$ cat src/rtl/alu_pkg.sv
// alu_pkg: shared ALU op codes, status bit positions and op legality helper
package alu_pkg;
    localparam logic [2:0] ALU_AND = 3'b000;
    localparam logic [2:0] ALU_OR  = 3'b001;
    localparam logic [2:0] ALU_ADD = 3'b010;
    localparam logic [2:0] ALU_SLL = 3'b101;
    localparam logic [2:0] ALU_SUB = 3'b110;
    localparam logic [2:0] ALU_SLT = 3'b111;
    localparam int ST_ZERO = 2;
    localparam int ST_NEG  = 1;
    localparam int ST_OVF  = 0;
    localparam logic [2:0] ILLEGAL_STATUS = 3'(1 << ST_ZERO);
    function automatic logic is_legal_op(input logic [2:0] op);
        return op != 3'b011 && op != 3'b100;
    endfunction
endpackage

$ cat src/rtl/rr_arb2.sv
// rr_arb2: two-way round-robin picker; last remembers the most recently granted port
module rr_arb2 (
    input  logic       clk,
    input  logic       reset,
    input  logic [1:0] eligible,
    input  logic       accept,
    output logic [1:0] grant,
    output logic       last
);
    always_comb begin
        grant[0] = eligible[0] && (!eligible[1] || last);
        grant[1] = eligible[1] && (!eligible[0] || !last);
    end

    always_ff @(posedge clk) begin
        if (reset)
            last <= 1'b1;
        else if (accept)
            last <= grant[1];
    end
endmodule

$ cat src/rtl/alu_arbiter.sv
// alu_arbiter: round-robin sharing of one external combinational ALU between two
// requesters, with a registered operand stage and a one-entry response slot per port
module alu_arbiter
    import alu_pkg::*;
(
    input  logic        clk,
    input  logic        reset,
    input  logic        req_valid_0,
    input  logic        req_valid_1,
    output logic        req_ready_0,
    output logic        req_ready_1,
    input  logic [31:0] req_a_0,
    input  logic [31:0] req_a_1,
    input  logic [31:0] req_b_0,
    input  logic [31:0] req_b_1,
    input  logic [2:0]  req_op_0,
    input  logic [2:0]  req_op_1,
    output logic        rsp_valid_0,
    output logic        rsp_valid_1,
    input  logic        rsp_ready_0,
    input  logic        rsp_ready_1,
    output logic [31:0] rsp_sum_0,
    output logic [31:0] rsp_sum_1,
    output logic [2:0]  rsp_status_0,
    output logic [2:0]  rsp_status_1,
    output logic [31:0] alu_a,
    output logic [31:0] alu_b,
    output logic [2:0]  alu_gin,
    input  logic [31:0] alu_sum,
    input  logic [2:0]  alu_status
);
    logic        s1_valid;
    logic        s1_tag;
    logic        last;
    logic [1:0]  eligible;
    logic [1:0]  grant;
    logic [1:0]  rsp_valid;
    logic [1:0]  rsp_ready;
    logic [31:0] rsp_sum [2];
    logic [2:0]  rsp_status [2];
    logic        legal;

    // ready must stay low while reset is held, so eligibility is masked by it
    always_comb begin
        eligible[0] = !reset && req_valid_0 && !rsp_valid[0] && !(s1_valid && !s1_tag);
        eligible[1] = !reset && req_valid_1 && !rsp_valid[1] && !(s1_valid && s1_tag);
        rsp_ready   = {rsp_ready_1, rsp_ready_0};
        legal       = is_legal_op(alu_gin);
    end

    rr_arb2 u_arb (
        .clk      (clk),
        .reset    (reset),
        .eligible (eligible),
        .accept   (|grant),
        .grant    (grant),
        .last     (last)
    );

    always_ff @(posedge clk) begin
        if (reset) begin
            s1_valid <= 1'b0;
            s1_tag   <= 1'b0;
            alu_a    <= '0;
            alu_b    <= '0;
            alu_gin  <= ALU_ADD;
        end else begin
            s1_valid <= |grant;
            if (|grant) begin
                s1_tag  <= grant[1];
                alu_a   <= grant[1] ? req_a_1 : req_a_0;
                alu_b   <= grant[1] ? req_b_1 : req_b_0;
                alu_gin <= grant[1] ? req_op_1 : req_op_0;
            end
        end
    end

    // a slot is never full when its port's op sits in S1, so capture and drain cannot collide
    always_ff @(posedge clk) begin
        if (reset) begin
            rsp_valid <= '0;
            for (int i = 0; i < 2; i++) begin
                rsp_sum[i]    <= '0;
                rsp_status[i] <= '0;
            end
        end else begin
            for (int i = 0; i < 2; i++) begin
                if (s1_valid && s1_tag == i[0]) begin
                    rsp_valid[i]  <= 1'b1;
                    rsp_sum[i]    <= legal ? alu_sum : '0;
                    rsp_status[i] <= legal ? alu_status : ILLEGAL_STATUS;
                end else if (rsp_valid[i] && rsp_ready[i]) begin
                    rsp_valid[i] <= 1'b0;
                end
            end
        end
    end

    always_comb begin
        req_ready_0  = grant[0];
        req_ready_1  = grant[1];
        rsp_valid_0  = rsp_valid[0];
        rsp_valid_1  = rsp_valid[1];
        rsp_sum_0    = rsp_sum[0];
        rsp_sum_1    = rsp_sum[1];
        rsp_status_0 = rsp_status[0];
        rsp_status_1 = rsp_status[1];
    end
endmodule

$ cat config.mk
export PLATFORM = sky130hd
export DESIGN_NAME = alu_arbiter
export DESIGN_NICKNAME = d
export VERILOG_FILES = /design/src/rtl/alu_pkg.sv /design/src/rtl/rr_arb2.sv /design/src/rtl/alu_arbiter.sv
export SDC_FILE = /design/constraint.sdc
export NUM_CORES = 1
export LEC_CHECK = 0
export BUFFER_PORTS_ARGS = -buffer_cell sky130_fd_sc_hd__buf_4
export CORE_MARGIN = 5
export CORE_UTILIZATION = 32
export CTS_CLUSTER_SIZE = 20
export DETAILED_ROUTE_END_ITERATION = 6
export PLACE_DENSITY = 0.66
export SLEW_MARGIN = 10
export SYNTH_ARGS = -nofsm -noshare
export SYNTH_HDL_FRONTEND = slang
export SYNTH_SLANG_ARGS = --single-unit
export TNS_END_PERCENT = 1
$ cat constraint.sdc
create_clock -name clk -period 3.5 [get_ports clk]
set_clock_uncertainty 0.2 [all_clocks]
set_input_delay 0.525 -clock clk [delete_from_list [all_inputs] [get_ports clk]]
set_output_delay 0.525 -clock clk [all_outputs]
set_load 0.005 [all_outputs]
# After elaboration in Yosys (flattened, before gate mapping)
# Memory sizes are Yosys's and may differ from the RTL's.
# Cells that the tools add are included.
[word_totals] ramBits=70 input_bits=175 word_cells=66 regBits=72 output_inout_bits=141 mem_count=2
[mem_list] name="rsp_sum" depth=2 word_bits=32 read_ports=2 rd_ports_with_merged_regs=0 wr=2 line_no="alu_arbiter.sv:39" source="logic [31:0] rsp_sum [2];"
[mem_list] name="rsp_status" depth=2 word_bits=3 read_ports=2 rd_ports_with_merged_regs=0 wr=2 line_no="alu_arbiter.sv:40" source="logic [2:0] rsp_status [2];"
[classes] bitwise_logic=5 mux=21 eq_ne=2 reduce_logical=28
[ops] operator="$mux 32" count=5
[ops] operator="$logic_and 1x1->1" count=14
[ops] operator="$mux 1" count=12
[ops] operator="$mux 3" count=4
[ops] operator="$logic_not 1->1" count=9
[ops] operator="$or 1x1->1" count=4
[ops] operator="$reduce_bool 2->1" count=2
[ops] operator="$ne 3x2->1 const B" count=1
[ops] operator="$ne 3x3->1 const B" count=1
[ops] operator="$logic_or 1x1->1" count=2
[ops] operator="$reduce_or 2->1" count=1
[ops] operator="$not 1->1" count=1

# Longest topological paths before layout
[depth] depth_word=8 ltp_mapped=7 mapped_depth_nobuf=4

# Cells and area by module
# From an unflattened synthesis, not the netlist that was laid out.
[unflattened] hier_cells=443 hier_area_um2=6070.8
[modules_own_cells] mod="alu_arbiter" cells_per_inst=437 area_each_um2=6017.0 seq_area_each_um2=3523.4 instances=1
[modules_own_cells] mod="rr_arb2" cells_per_inst=6 area_each_um2=53.8 seq_area_each_um2=20.0 instances=1

# Worst setup path after synthesis
# No wires, ideal clock.
[synth_timing] path_kind="input to output" start="in reset" end="out req_ready_0" t_required_ps=2775 setup_slack_ps=637 arrival_ps=2138 path_stages=5 path_buffers=2 path_cell_list="buf_4 > inv_2 > clkbuf_1 > nand2_1 > nor3_1"
[synth_via] elab_chain_cells=7 word_cells_on_any_way=10 cone_classes="reduce/logical (10)"
[synth_rtl] element="from (decl)" line_no="alu_arbiter.sv:7" source="input logic reset,"
[synth_rtl] element="$logic_not 1->1 *" line_no="alu_arbiter.sv:45, alu_arbiter.sv:46"
[synth_rtl] element="$logic_and 1x1->1 (3 in a row)" line_no="alu_arbiter.sv:46" source="eligible[1] = !reset && req_valid_1 && !rsp_valid[1] && !(s1_valid && s1_tag);"
[synth_rtl] element="$logic_not 1->1" line_no="rr_arb2.sv:11" source="grant[0] = eligible[0] && (!eligible[1] || last);"
[synth_rtl] element="$logic_or 1x1->1" line_no="rr_arb2.sv:11"
[synth_rtl] element="$logic_and 1x1->1 *" line_no="rr_arb2.sv:11"
[synth_rtl] element="to (decl)" line_no="alu_arbiter.sv:10" source="output logic req_ready_0,"
# Mark *: on every way between the ends. The rest lies on a longest branch, timed or not.

# Worst setup path in the final report
[layout_timing] start="reg s1_valid" end="out req_ready_0"
[layout_via] elab_chain_cells=6 word_cells_on_any_way=9 cone_classes="reduce/logical (9)"
[layout_rtl] element="from (decl)" line_no="alu_arbiter.sv:32" source="logic s1_valid;"
[layout_rtl] element="from (signal assigned)" line_no="alu_arbiter.sv:68" source="s1_valid <= |grant;"
[layout_rtl] element="$logic_and 1x1->1" line_no="alu_arbiter.sv:46"
[layout_rtl] element="$logic_not 1->1" line_no="alu_arbiter.sv:46"
[layout_rtl] element="$logic_and 1x1->1" line_no="alu_arbiter.sv:46"
[layout_rtl] element="$logic_not 1->1" line_no="rr_arb2.sv:11"
[layout_rtl] element="$logic_or 1x1->1" line_no="rr_arb2.sv:11"
[layout_rtl] element="$logic_and 1x1->1 *" line_no="rr_arb2.sv:11"
# Marked as above.

==> key figures <==
Run status
  • Status: finished, final reports clean

Logic synthesis
  • Post-synthesis sequential area ratio: 62.9%
  • Largest family of logic cells by synthesized area: compound AO/OA/AOI/OAI gates
  • Synth Area in Adders: 0%
  • Post-synth cell types: 31
  • Synth Instances: 527
  • Register bit total from synthesis: roughly 140
  • Mapped cell area: 0.00563 mm2
  • Mux cell area share after synthesis: 0%
  • Syn Area/Cell: about 11 um2
  • Synth Area in Compound Gates: approximately 21%
  • Post-Synth Simple-Gate Area: a little under an eighth
  • Synth warnings: 0
  • Mapped Nets: between 700 and 800
  • Synth Area in XOR/XNOR: 0%

Detailed routing
  • DR DRC count: 0
  • Antenna viol nets, final: 0
  • Wirelength, routed: 19000 um
  • Number of DRC markers in iteration 0: between 200 and 300
  • Vias post-DR: between 5k and 6k
  • Vias per cell: 5.01
  • Detailed-router iteration count before antenna repair: 4
  • Wire length per cell: about 18 um

STA
  • Tcrit/Tclk final: 69.7%
  • Setup TNS: 0 ps
  • Final worst slack: roughly 1100 ps
  • Minimum clock period: between 2000 and 2500 ps
  • RSZ-0062 raised after global routing: false
  • Fmax achieved: around 400 MHz
  • Hold slack: 174 ps
  • Least-Margin Pin Slew: 926 ps
  • Setup violators final: 0
  • Final Hold Vio Count: 0
  • Worst slew margin: 38.3%
  • Final Slew Violations: 0

CTS
  • TritonCTS clock tree: done
  • Max H-tree Level: 4
  • Clock root buffer: clkbuf_16
  • CTS max path bufs: 2
  • Clock sink count: 142
  • Clock Latency Late Sink: roughly 400 ps
  • Clock transition at path regs: approximately 60 ps
  • Post-CTS resize count: 0
  • Post-CTS setup buffers: 0
  • Num CTS Buffers: 17
  • Hold-fix buffers, CTS: 0

Place
  • Number of instances in the placed design: approximately 1.0k
  • Placed wire-length estimate: 13900 um
  • Placer Congestion: between 0.8 and 0.9
  • Placed inst area: ~0.008 mm2
  • # port buffers: 315
  • Place WS: approximately 1000 ps

Setup path
  • Kind of critical path: reg2out
  • Critical path, cell by cell: a21o_4 > or2_4 > nor2_1 > nor3_1 > buf_4
  • Max stage delay cell, worst path: dfxtp_1
  • CP Max Fanout: 18
  • Data arrival, critical path: about 1700 ps
  • Startpoint Class: register
  • Slowest stage delay, CP: 360 ps
  • Critical path origin: s1_valid
  • WP buf/inv: 1
  • CP Capture Type: output port
  • Reg2reg start: rsp_valid[0]
  • Critical Path RT: between 2000 and 3000 ps
  • Top Family by Delay on Critical Path: simple AND/OR/NAND/NOR gates

GRT
  • GRT Resource Usage Total: 17.7%
  • Antenna violations before repair: 0
  • Grt total ovfl: 0
  • First-pass GRT wire length: about 28000 um
  • Vias in the first global route: roughly 5.3k
  • Largest net degree at the start of global routing: 70

Power and ir drop
  • Static leakage: approximately 3.8 nW
  • Peak supply drop: between 0.3 and 0.4 mV
  • Power Total: between 4 and 5 mW
  • Pwr/cell area: between 500 and 600 mW/mm2

Finish
  • Share of cells above drive strength 1: between 40% and 50%
  • Fin nets: roughly 1000
  • P&R area growth vs syn: 56.8%
  • Antenna diodes: 0
  • Final core occ: 51.1%
  • Final cell count without fillers: about 1.1k
  • Final Cell Area: 0.00883 mm2

Floorplanning
  • Chip Width: 143 um
  • Core ar.: about 0.017 mm2
  • Top Ports: about 320
  • Die ar.: just over 0.02 mm2
  • Cell Rows: 48
  • Die Span Y: ~140 um
  • Initial core utilization: 32.6%

Run
  • Max Cap Viol: 0

Worst hold path
  • Worst hold path type: in2reg
  • Hold path start: reset
-- kinds of logic after synthesis --
family          after synthesis
compound gates              208
buf+inv                      55
flops                       142
simple gates                122
-- Yosys cell counts --
master | instances | area, um2
dfxtp_1 | 72 | 1440
edfxtp_1 | 70 | 2100
a21oi_1 | 68 | 340
nand3_1 | 68 | 340
a31oi_1 | 66 | 413
o21ai_0 | 64 | 320
and2_1 | 34 | 213
clkbuf_1 | 33 | 124
buf_2 | 15 | 75.1
nand2b_1 | 6 | 37.5
nand2_1 | 4 | 15.0
buf_4 | 3 | 22.5
o21ai_1 | 3 | 15.0
buf_6 | 2 | 22.5
nor2_1 | 2 | 7.51
nor3_1 | 2 | 10.0
a21o_4 | 1 | 15.0
a22oi_1 | 1 | 7.51
and3_1 | 1 | 6.26
and3b_1 | 1 | 8.76
inv_1 | 1 | 3.75
inv_2 | 1 | 3.75
nor2_2 | 1 | 6.26
nor2b_1 | 1 | 6.26
nor3b_1 | 1 | 7.51
o2111ai_1 | 1 | 8.76
o211a_1 | 1 | 10.0
o211ai_1 | 1 | 7.51
o22ai_1 | 1 | 6.26
o32ai_4 | 1 | 27.5
or2_4 | 1 | 8.76
-- per-layer routing --
layer / up-vias / wire, um / global-route usage, % / part of all wire, %
met1: 2471 / 7420 / 20.7 / 39
li1: 2571 / - / - / -
met5: - / 0 / 0 / 0
met4: 0 / 316 / 5.25 / 1.7
met2: 253 / 8900 / 29.1 / 47
met3: 18 / 2350 / 8.34 / 12
-- power by group --
| part | total, mW | internal, mW | switching (mW) | leakage [nW] |
|---|---|---|---|---|
| clock | 1.93 | 1.21 | 0.718 | 0.305 |
| sequential | 2.07 | 1.97 | 0.104 | 1.34 |
| combinational | 0.917 | 0.501 | 0.416 | 2.16 |
| total | 4.92 | 3.68 | 1.24 | 3.80 |
-- registers in the layout, summed over array words and instances, names as in the netlist --
name        cells
alu_gin         3
rsp_valid       2
s1_tag          1
rsp_status      6
rsp_sum        64
alu_a          32
u_arb.last      1
alu_b          32
s1_valid        1
-- worst paths after layout --
check / endpoint / slack [ps] / cells past startpoint
worst max register to register: alu_a[1] / 1260 / 5
worst max-delay path: req_ready_0 / 1060 / 5
worst min register to register: alu_b[24] / 310 / 2
worst min-delay path: rsp_valid[0] / 170 / 2
-- area by class of cell --
cell class	count	area, um2
clock buffers	18	429
clock inverters	14	208
fillers	1646	8470
inverters	2	7.51
multi-input cells	330	1850
flip-flops and latches	142	3540
well taps	225	282
repair buffers	329	2510
-- layout by cell type (no fill, tap or decap), types with 2 or more instances in the layout --
cell,count
clkbuf_16,17
buf_12,3
nor2_1,2
nand3_1,67
edfxtp_1,70
a21oi_1,68
buf_4,326
a31oi_1,66
dfxtp_1,72
inv_6,3
o21ai_1,3
nor3_1,2
and2_1,34
inv_8,2
clkinv_4,3
bufinv_16,4
nand2_1,4
o21ai_0,64
nand2b_1,6
Note: power is estimated with default switching activity, not from simulation.
